===== config.mk =====
export PLATFORM = sky130hd
export DESIGN_NAME = truth_table_sweeper
export DESIGN_NICKNAME = d
export VERILOG_FILES = /design/src/rtl/truth_table_sweeper_pkg.sv /design/src/rtl/truth_table_sweeper.sv
export SDC_FILE = /design/constraint.sdc
export NUM_CORES = 1
export LEC_CHECK = 0
export CORE_ASPECT_RATIO = 1.1
export CORE_MARGIN = 1.5
export CORE_UTILIZATION = 30
export DETAILED_ROUTE_END_ITERATION = 16
export PLACE_DENSITY_LB_ADDON = 0.1
export SYNTH_ARGS = -nofsm -noshare
export SYNTH_HDL_FRONTEND = slang
export SYNTH_SLANG_ARGS = --single-unit

===== constraint.sdc =====
create_clock -name clk -period 2 [get_ports clk]
set_input_delay 0.4 -clock clk [delete_from_list [all_inputs] [get_ports clk]]
set_output_delay 0.4 -clock clk [all_outputs]
set_load 0.05 [all_outputs]

===== src/rtl/truth_table_sweeper_pkg.sv =====
// Shared types and constants for the truth-table sweeper.
package truth_table_sweeper_pkg;

  typedef enum logic [1:0] {
    IDLE   = 2'd0,
    APPLY  = 2'd1,
    SAMPLE = 2'd2,
    DONE   = 2'd3
  } state_t;

  localparam int unsigned NUM_VECTORS  = 16;
  localparam logic [15:0] GOLDEN_TABLE = 16'hF81A;

endpackage


===== src/rtl/truth_table_sweeper.sv =====
// Walks all 16 input vectors of a 4-input SOP stage, captures its response
// and compares it against a golden truth table.
module truth_table_sweeper
  import truth_table_sweeper_pkg::*;
#(
  parameter logic [15:0] EXPECTED = GOLDEN_TABLE,
  parameter int unsigned SETTLE   = 1
) (
  input  logic        clk,
  input  logic        rst_n,
  input  logic        start,
  input  logic        f_in,
  output logic        a,
  output logic        b,
  output logic        c,
  output logic        d,
  output logic        busy,
  output logic        done,
  output logic [15:0] table_out,
  output logic [4:0]  err_count,
  output logic        err_valid,
  output logic [3:0]  first_err,
  output logic        pass
);

  localparam logic [3:0] SETTLE_M1 = 4'(SETTLE - 1);
  localparam logic [3:0] LAST_IDX  = 4'(NUM_VECTORS - 1);

  state_t     state, state_nxt;
  logic [3:0] idx;
  logic [3:0] wcnt;
  logic       mismatch;
  logic [4:0] err_nxt;

  assign {a, b, c, d} = idx;
  assign mismatch     = (f_in != EXPECTED[idx]);
  assign err_nxt      = err_count + 5'(mismatch);

  always_ff @(posedge clk) begin
    if (!rst_n) state <= IDLE;
    else        state <= state_nxt;
  end

  always_comb begin
    state_nxt = state;
    case (state)
      IDLE, DONE: if (start) state_nxt = APPLY;
      APPLY:      if (wcnt == SETTLE_M1) state_nxt = SAMPLE;
      SAMPLE:     state_nxt = (idx == LAST_IDX) ? DONE : APPLY;
      default:    state_nxt = IDLE;
    endcase
  end

  always_ff @(posedge clk) begin
    if (!rst_n) begin
      idx       <= '0;
      wcnt      <= '0;
      busy      <= 1'b0;
      done      <= 1'b0;
      pass      <= 1'b0;
      table_out <= '0;
      err_count <= '0;
      err_valid <= 1'b0;
      first_err <= '0;
    end else begin
      case (state)
        IDLE, DONE: begin
          if (start) begin
            idx       <= '0;
            wcnt      <= '0;
            busy      <= 1'b1;
            done      <= 1'b0;
            pass      <= 1'b0;
            table_out <= '0;
            err_count <= '0;
            err_valid <= 1'b0;
            first_err <= '0;
          end
        end
        APPLY: wcnt <= wcnt + 4'd1;
        SAMPLE: begin
          table_out[idx] <= f_in;
          err_count      <= err_nxt;
          if (mismatch && !err_valid) begin
            first_err <= idx;
            err_valid <= 1'b1;
          end
          if (idx == LAST_IDX) begin
            // pass is registered from the final count so it rises with done
            busy <= 1'b0;
            done <= 1'b1;
            pass <= (err_nxt == 5'd0);
          end else begin
            idx  <= idx + 4'd1;
            wcnt <= '0;
          end
        end
        default: ;
      endcase
    end
  end

endmodule


# == Yosys cells after proc, flatten, opt, wreduce, memory -nomap -nowiden ==
# Memories as Yosys holds them, arrays and structs flattened. A register that Yosys moved wholly into a read port is not among the register bits.
# Index checks and enable logic that the tools add are counted.
# op_classes
reduce_logical,14
order_cmp,2
eq_ne,10
n_addsub,3
mux,31
# op_table
operator,count
one-hot mux 16 bit (2 select lines),1
two-way mux 4 bit,6
bitwise mux 16 bit,1
two-way mux 16 bit,1
one-hot mux 4 bit (2 select lines),2
one-hot mux 4 bit (3 select lines),1
!= test 2 bit (second input constant),5
one-hot mux 5 bit (2 select lines),1
AND reduction 3 bit,3
adder 4 x 1 -> 4 bit (second input constant),2
two-way mux 1 bit,8
one-hot mux 1 bit (2 select lines),4
two-way mux 2 bit,3
one-hot mux 2 bit (3 select lines),1
AND reduction 2 bit,3
adder 5 x 1 -> 5 bit,1
zero test 5 bit,1
less-than comparator 4 x 5 -> 1 bit (second input constant),1
two-way mux 5 bit,1
demux 1 bit (select 4 bit),1
equality test 2 bit (second input constant),2
equality test 4 bit (second input constant),1
>= comparator 4 x 1 -> 1 bit (second input constant),1
zero test 4 bit,1
7 further kinds,8
# word_totals
reg_bits,39
n_memories,1
romBits,16
in_bits,4
# mem_list
name,depth,word_bits,read_ports,rd_ports_with_merged_regs,write_ports,line,source
(name not given),16,1,1,1,0,truth_table_sweeper.sv:36,assign mismatch = (f_in != EXPECTED[idx]);

# == Depth between registers and ports, before layout ==
# Gate-level depths: netlist of the first run.
# logic_depth
word_depth,7
ltp_mapped,10
depth_no_buf,7

# == Least setup slack after synthesis of the first run ==
# No wires, ideal clock.
# synth_path
kind,flip-flop to flip-flop
from,register state[0]
to,register (tool-made name)
setup_slack_ps,-115
synth_period_minus_slack_ps,2115
stages_incl_launch_ff,10
arrival_ps,1994
setup_ps,120
required_ps,1880
cell_sequence,dfxtp_1 inv_1 ha_1 buf_6 mux2_4 buf_4 nand4_1 mux2i_1 o211a_1 nor3_2
# synth_rtl
element,line,source
"start, declared",truth_table_sweeper.sv:29,"state_t state, state_nxt;"
"start signal, assigned",truth_table_sweeper.sv:41,else state <= state_nxt;

# == Worst setup path in the final report of the first run ==
# layout_path
from,register err_count[3]
to,output err_count[3]
# layout_rtl
element,line,source
"start, declared",truth_table_sweeper.sv:20,"output logic [4:0] err_count,"
"start signal, assigned",truth_table_sweeper.sv:83,err_count <= err_nxt;
# No word-level cell between the ends.

==> results of run 1 <==
[layout by cell type (no fill, tap or decap), types with 8 or more instances in the layout]
| cell type | n |
|---|---|
| ha_1 | 11 |
| nand4_1 | 11 |
| a31oi_1 | 8 |
| nor2_1 | 25 |
| clkdlybuf4s50_1 | 30 |
| dfxtp_1 | 39 |
| nand2_1 | 33 |
| buf_4 | 34 |
| a21oi_1 | 24 |
| nand3_1 | 26 |
[power breakdown]
group          switching [mW]  internal, mW  total, mW
registers              0.0165         0.814      0.830
logic                   0.252         0.185      0.438
clock network           0.289         0.236      0.525
[cells in the mapped netlist, drive strengths merged (3+ instances only)]
library cell | count | share of area, %
a21oi | 24 | 5.9
a31oi | 8 | 2.5
a32o | 3 | 1.5
and2 | 4 | 1.4
buf | 5 | 2.0
clkbuf | 10 | 1.9
dfxtp | 40 | 39
ha | 12 | 7.4
inv | 7 | 1.3
nand2 | 33 | 6.1
nand3 | 26 | 6.4
nand4 | 11 | 3.4
nor2 | 25 | 4.6
nor2b | 5 | 1.5
nor3 | 4 | 1.2
o21ai | 5 | 1.2
or2 | 3 | 0.92
xor2 | 4 | 1.7
[how the worst max path moves through the flow]
| stage | slack [ns] | end | start |
|---|---|---|---|
| 2_1_floorplan | 0.01 | register | state[0]$_SDFFE_PN0P_ |
| 3_3_place_gp | -0.10 | register | start |
| 3_5_place_dp | -0.15 | err_count[4]$_SDFFE_PN0P_ | f_in |
| 4_1_cts | 0.01 | register | state[0]$_SDFFE_PN0P_ |
| 5_1_grt | -0.03 | register | state[0]$_SDFFE_PN0P_ |
| 6_report | 0.07 | err_count[3] | err_count[3]$_SDFFE_PN0P_ |
[registers in the layout, summed over array words and instances (netlist names), named ones only]
signal / cells
done: 1
idx: 4
wcnt: 4
pass: 1
err_count: 5
state: 2
first_err: 4
table_out: 16
busy: 1
err_valid: 1
[metal layers]
metal	wire [um]	GRT usage [%]	up-vias
met5	0	0	-
met4	90	5.64	0
met3	191	3.98	9
met2	2590	28.0	30
met1	2670	19.7	906
li1	-	-	1006
[repair_timing]
item / 4_1_cts / 5_1_grt
resized for setup: 1 / 2
endpoints found under the setup margin: 1 / 2
pin swaps: 0 / 0
[stage by stage]
| stage | setup TNS (ns) | worst slack, ns | util (%) | instances |
|---|---|---|---|---|
| floorplan | 0 | 0.0117 | - | 250 |
| global placement | -0.362 | -0.101 | 40.5 | 384 |
| detailed placement | -0.575 | -0.147 | 40.5 | 384 |
| CTS | 0 | 0.0125 | 41.8 | 391 |
| global route | -0.0250 | -0.0250 | 42.0 | 391 |
| finish | 0 | 0.0727 | 42.0 | 391 |
[final cells by class]
class	instances	area, um2	share of cell area (%)
clock buffers	5	68.8	2.48
clock inverters	2	12.5	0.451
inverters	7	26.3	0.948
multi-input cells	188	1150	41.5
flip-flops and latches	40	802	28.9
well taps	82	103	3.70
repair buffers	67	608	21.9
[logic make-up after synthesis]
family | after synthesis | share of synthesized area (%)
compound gates | 50 | 15.7
xor+xnor | 4 | 1.72
fa+ha+maj | 12 | 7.37
buf+inv | 22 | 5.16
flops | 40 | 39.3
mux | 3 | 1.72
simple gates | 119 | 29.0
==> insert_results.sql, run 1 <==
INSERT INTO impl_metrics (metric_group, metric, value, unit) VALUES
('critical_path', 'crit_chain', 'clkdlybuf4s50_1', ''),
('timing', 'tightestPinTransition', '0.506', 'ns'),
('outcome', 'run_status', 'finished, final reports clean', ''),
('worst_hold_path', 'worst_hold_path.endpoint', 'first_err[1]$_SDFFE_PN0P_', ''),
('critical_path', 'critPathTopFamily', 'buffers and inverters', ''),
('global_routing', 'all_layer_global_routing_usage', '16.3', '%'),
('synthesis', 'cells_after_synth', '250', ''),
('global_routing', 'antenna_violations_before_repair', '0', ''),
('placement', 'place_congestion', '0.789', ''),
('finish', 'syn2layout_area_growth', '36.1', '%'),
('critical_path', 'rr_startpoint', 'state[0]$_SDFFE_PN0P_', ''),
('placement', 'io_buffers', '36', ''),
('timing', 'final.period_utilization', '96.4', '%'),
('drt', 'viasPerCell', '4.99', ''),
('clocking', 'cts.root.buffer_cell', 'clkbuf_8', ''),
('timing', 'setup_viol', '0', ''),
('placement', 'detailed_place_hpwl', '4160', 'um'),
('finish', 'num_antenna_cells', '0', ''),
('synthesis', 'synth-edff-count', '0', ''),
('clocking', 'tritoncts', 'built', ''),
('synthesis', 'combined_area_of_all_synthesized_cells', '0.00204', 'mm2'),
('critical_path', 'cp.required', '1.60', 'ns'),
('synthesis', 'synthesis.area_per_instance', '8.15', 'um2'),
('critical_path', 'critical_path.endpoint_type', 'primary output', ''),
('finish', 'layout.nets', '325', ''),
('drt', 'via_count', '1951', ''),
('synthesis', 'number_of_warnings_reported_in_the_yosys_synthesis_log', '0', ''),
('floorplan', 'total_die_area', '0.00729', 'mm2'),
('power_and_ir_drop', 'peakVddDrop', '0.000219', 'V'),
('finish', 'final_layout_size_suffix_gt1_share', '17.8', '%'),
('critical_path', 'cp-start-kind', 'register', ''),
('floorplan', 'floorplan.die.width', '81.6', 'um'),
('floorplan', 'num_io_pins', '37', ''),
('finish', 'filler_cell_count', '704', ''),
('power_and_ir_drop', 'leakage', '1.06', 'nW'),
('critical_path', 'timing.setup.critical_path_class', 'register to primary output', ''),
('floorplan', 'std_cell_rows', '31', ''),
('synthesis', 'synth.distinct_cells', '39', ''),
('timing', 'timing.final.crit_period', '1.93', 'ns'),
('placement', 'post_dp_cell_area', '0.00267', 'mm2'),
('global_routing', 'grt_pass1_vias', '1826', ''),
('critical_path', 'critical_path_cell_count', '1', ''),
('drt', 'drc_errors', '0', ''),
('synthesis', 'dominantRegCellSynth', 'dfxtp_1', ''),
('drt', 'detail-route-antenna-nets', '0', ''),
('global_routing', 'first_pass_grt_wire_length', '8840', 'um'),
('drt', 'wl', '5540', 'um'),
('global_routing', 'grt_start_max_net_pins', '19', ''),
('worst_hold_path', 'hold_path_startpoint', 'first_err[1]$_SDFFE_PN0P_', ''),
('floorplan', 'core_region_area', '0.00659', 'mm2'),
('drt', 'drt_first_pass_iters', '4', ''),
('critical_path', 'critical-path-slowest-cell', 'clkdlybuf4s50_1', ''),
('critical_path', 'crit_path_max_fanout', '4', ''),
('global_routing', 'grt_remaining_overflow', '0', ''),
('timing', 'skew', '0.00424', 'ns'),
('timing', 'hold_ws', '0.454', 'ns'),
('clocking', 'cts_made_buffers', '5', ''),
('power_and_ir_drop', 'power_density', '647', 'mW/mm2'),
('timing', 'relative_slew_margins', '66.2', '%'),
('synthesis', 'synth_sequential_area_ratio', '39.3', '%'),
('synthesis', 'flop_and_latch_count_out_of_synthesis', '40', ''),
('drt', 'drt_iter0_markers', '63', ''),
('power_and_ir_drop', 'finalPower', '1.79', 'mW'),
('clocking', 'clockBufferDepth', '2', ''),
('timing', 'maxSlewViolCount', '0', ''),
('critical_path', 'critical_path.max_stage_delay', '0.83', 'ns'),
('clocking', 'cts_setup_buffers', '0', ''),
('timing', 'setup_repair_after_global_routing_missed_its_margin', 'true', ''),
('finish', 'layout.cell_area.non_filler', '0.00277', 'mm2'),
('clocking', 'cts_htree_levels', '2', ''),
('clocking', 'clk-insertion-delay-late', '0.30', 'ns');
Note: power is estimated with default switching activity, not from simulation.
==> inputs of run 2 (changes only) <==
- CTS_CLUSTER_DIAMETER: default -> 80
==> results of run 2 <==
No change in the layout: final DEF, timing and power equal those of run 1.
==> inputs of run 3 (changes only) <==
- CORE_UTILIZATION: 30 -> 47
- MAX_ROUTING_LAYER: default -> met4
==> insert_results.sql, run 3 (same netlist as run 1, synthesis figures left out) <==
INSERT INTO impl_metrics (metric_group, metric, value, unit) VALUES
('outcome', 'run_status', 'finished, final reports clean', ''),
('power_and_ir_drop', 'power.clock.fraction', '31.4', '%'),
('floorplan', 'die_y', '72.0', 'um'),
('drt', 'routed_wire_length_per_instance', '13.7', 'um'),
('finish', 'syn2layout_area_growth', '32.4', '%'),
('timing', 'timing_hold_violations_final', '0', ''),
('critical_path', 'critical_path.endpoint_type', 'primary output', ''),
('critical_path', 'critPathTopFamily', 'buffers and inverters', ''),
('drt', 'drt_iter0_markers', '150', ''),
('global_routing', 'all_layer_global_routing_usage', '23.1', '%'),
('job', 'maxCapViolations', '0', ''),
('floorplan', 'core_region_area', '0.00405', 'mm2'),
('global_routing', 'use_met3', '4.65', '%'),
('global_routing', 'grt_start_max_net_pins', '18', ''),
('power_and_ir_drop', 'swShare', '30.7', '%'),
('floorplan', 'total_die_area', '0.00474', 'mm2'),
('critical_path', 'timing.setup.critical_path_class', 'register to primary output', ''),
('critical_path', 'cp.required', '1.60', 'ns'),
('finish', 'post_layout_util', '66.5', '%'),
('placement', 'detailed_place_hpwl', '3650', 'um'),
('timing', 'maxSlewViolCount', '0', ''),
('clocking', 'cts.root.buffer_cell', 'clkbuf_8', ''),
('timing', 'relative_slew_margins', '66.1', '%'),
('finish', 'filler_cell_count', '353', ''),
('clocking', 'clockBufferDepth', '2', ''),
('clocking', 'tritoncts', 'built', ''),
('finish', 'largest_registers', 'table_out (16), err_count (5)', ''),
('drt', 'wl', '4890', 'um'),
('power_and_ir_drop', 'p_seq_share', '45.7', '%'),
('finish', 'layout.cell_area.non_filler', '0.00270', 'mm2'),
('floorplan', 'std_cell_rows', '24', ''),
('timing', 'final.period_utilization', '95.9', '%'),
('placement', 'place_congestion', '0.892', ''),
('power_and_ir_drop', 'pwr-share-comb', '22.9', '%'),
('placement', 'place.detailed.instances', '349', ''),
('clocking', 'cts_setup_buffers', '0', ''),
('drt', 'drt_first_pass_iters', '4', ''),
('global_routing', 'gr-max-usage-layer', 'met2', ''),
('timing', 'tightestPinTransition', '0.507', 'ns'),
('finish', 'most-common-layout-cells', 'dfxtp_1 (39), nand2_1 (33), clkdlybuf4s50_1 (30)', ''),
('power_and_ir_drop', 'power_density', '673', 'mW/mm2'),
('critical_path', 'worst_r2r_path_depth', '7', ''),
('timing', 'timing.final.crit_period', '1.92', 'ns'),
('global_routing', 'grt_remaining_overflow', '0', ''),
('placement', 'post_dp_cell_area', '0.00259', 'mm2'),
('worst_hold_path', 'hold_path_depth', '2', ''),
('critical_path', 'critical-path-slowest-cell', 'clkdlybuf4s50_1', ''),
('finish', 'instances_no_fill', '357', ''),
('global_routing', 'met2_usage', '35.6', '%'),
('global_routing', 'grt_pass1_vias', '1751', ''),
('critical_path', 'critPathBufInv', '1', ''),
('timing', 'setup_repair_after_global_routing_missed_its_margin', 'false', ''),
('floorplan', 'start_util', '50.2', '%'),
('global_routing', 'antenna_violations_before_repair', '0', ''),
('critical_path', 'worst-endpoint-arrival', '1.52', 'ns'),
('drt', 'via_count', '1943', ''),
('clocking', 'cts_made_buffers', '5', ''),
('drt', 'viasPerCell', '5.44', ''),
('power_and_ir_drop', 'switching_component_of_the_power', '557', 'uW'),
('finish', 'largest-register', 'table_out', ''),
('critical_path', 'critical_path.max_stage_delay', '0.82', 'ns'),
('timing', 'skew', '0.00410', 'ns'),
('finish', 'layout.cells.most_common', 'dfxtp_1', ''),
('clocking', 'clk_pin_slew_worst_paths', '0.08', 'ns'),
('timing', 'setup_viol', '0', ''),
('finish', 'layout.nets', '320', ''),
('critical_path', 'crit_chain', 'clkdlybuf4s50_1', ''),
('power_and_ir_drop', 'leakage', '1.07', 'nW'),
('drt', 'detail-route-antenna-nets', '0', ''),
('clocking', 'clk-insertion-delay-late', '0.30', 'ns'),
('global_routing', 'first_pass_grt_wire_length', '8220', 'um'),
('finish', 'num_antenna_cells', '0', ''),
('placement', 'io_buffers', '36', ''),
('critical_path', 'cp-start-kind', 'register', ''),
('critical_path', 'critical_path_cell_count', '1', ''),
('timing', 'final.setup.tns', '0', 'ns'),
('power_and_ir_drop', 'peakVddDrop', '0.000405', 'V'),
('power_and_ir_drop', 'power_report.internal_total', '1.26', 'mW'),
('critical_path', 'crit_path_max_fanout', '4', ''),
('clocking', 'tritoncts_num_sinks', '40', ''),
('finish', 'largest_reg_flops', '16', ''),
('floorplan', 'num_io_pins', '37', ''),
('worst_hold_path', 'holdCritPathClass', 'register to register', ''),
('finish', 'final_layout_size_suffix_gt1_share', '16.1', '%'),
('clocking', 'cts_htree_levels', '2', ''),
('floorplan', 'floorplan.die.width', '65.8', 'um'),
('global_routing', 'gr-usage-met1', '30.2', '%'),
('timing', 'max_clock_freq', '522', 'MHz'),
('timing', 'hold_ws', '0.452', 'ns'),
('drt', 'drc_errors', '0', '');
run 3: what timing repair did:
action | 4_1_cts | 5_1_grt
endpoints found under the setup margin | 0 | 4
gates resized for setup | 0 | 4
hold buffers | 0 | 0
run 3: area by class of cell:
type,count,area [um2],share of cell area (%)
Clock buffer,6,82.6,3.06
Tap cell,52,65.1,2.41
Timing Repair Buffer,62,563,20.9
Inverter,7,26.3,0.974
Multi-Input combinational cell,188,1150,42.6
Clock inverter,2,10.0,0.371
Sequential cell,40,802,29.7
run 3: power by group through the flow:
stage               clock [mW]  sequential [mW]  combinational (mW)
global route             0.614            0.832               0.456
global placement             0            0.846               0.396
CTS                      0.590            0.828               0.402
finish                   0.571            0.829               0.415
detailed placement           0            0.847               0.399
floorplan                    0            0.864               0.247
run 3: metal layers:
layer | up-vias | part of all wire [%]
li1 | 993 | -
met1 | 909 | 48
met2 | 35 | 47
met3 | 6 | 3.1
met4 | 0 | 1.6
met5 | - | 0
run 3: worst paths after layout:
kind                            slack [ns]                   endpoint                      start
worst max-delay path                  0.08               err_count[3]  err_count[3]$_SDFFE_PN0P_
worst min-delay path                  0.45  first_err[3]$_SDFFE_PN0P_  first_err[3]$_SDFFE_PN0P_
worst max register to register        0.11                   register      state[0]$_SDFFE_PN0P_
worst min register to register        0.45  first_err[3]$_SDFFE_PN0P_  first_err[3]$_SDFFE_PN0P_
run 3: through the flow:
step / total power, mW / setup slack, ns
after global routing: 1.90 / 0.00368
final: 1.81 / 0.0829
after global placement: 1.24 / -0.0876
after detailed placement: 1.25 / -0.115
after floorplan: 1.11 / 0.0117
after CTS: 1.82 / 0.0128
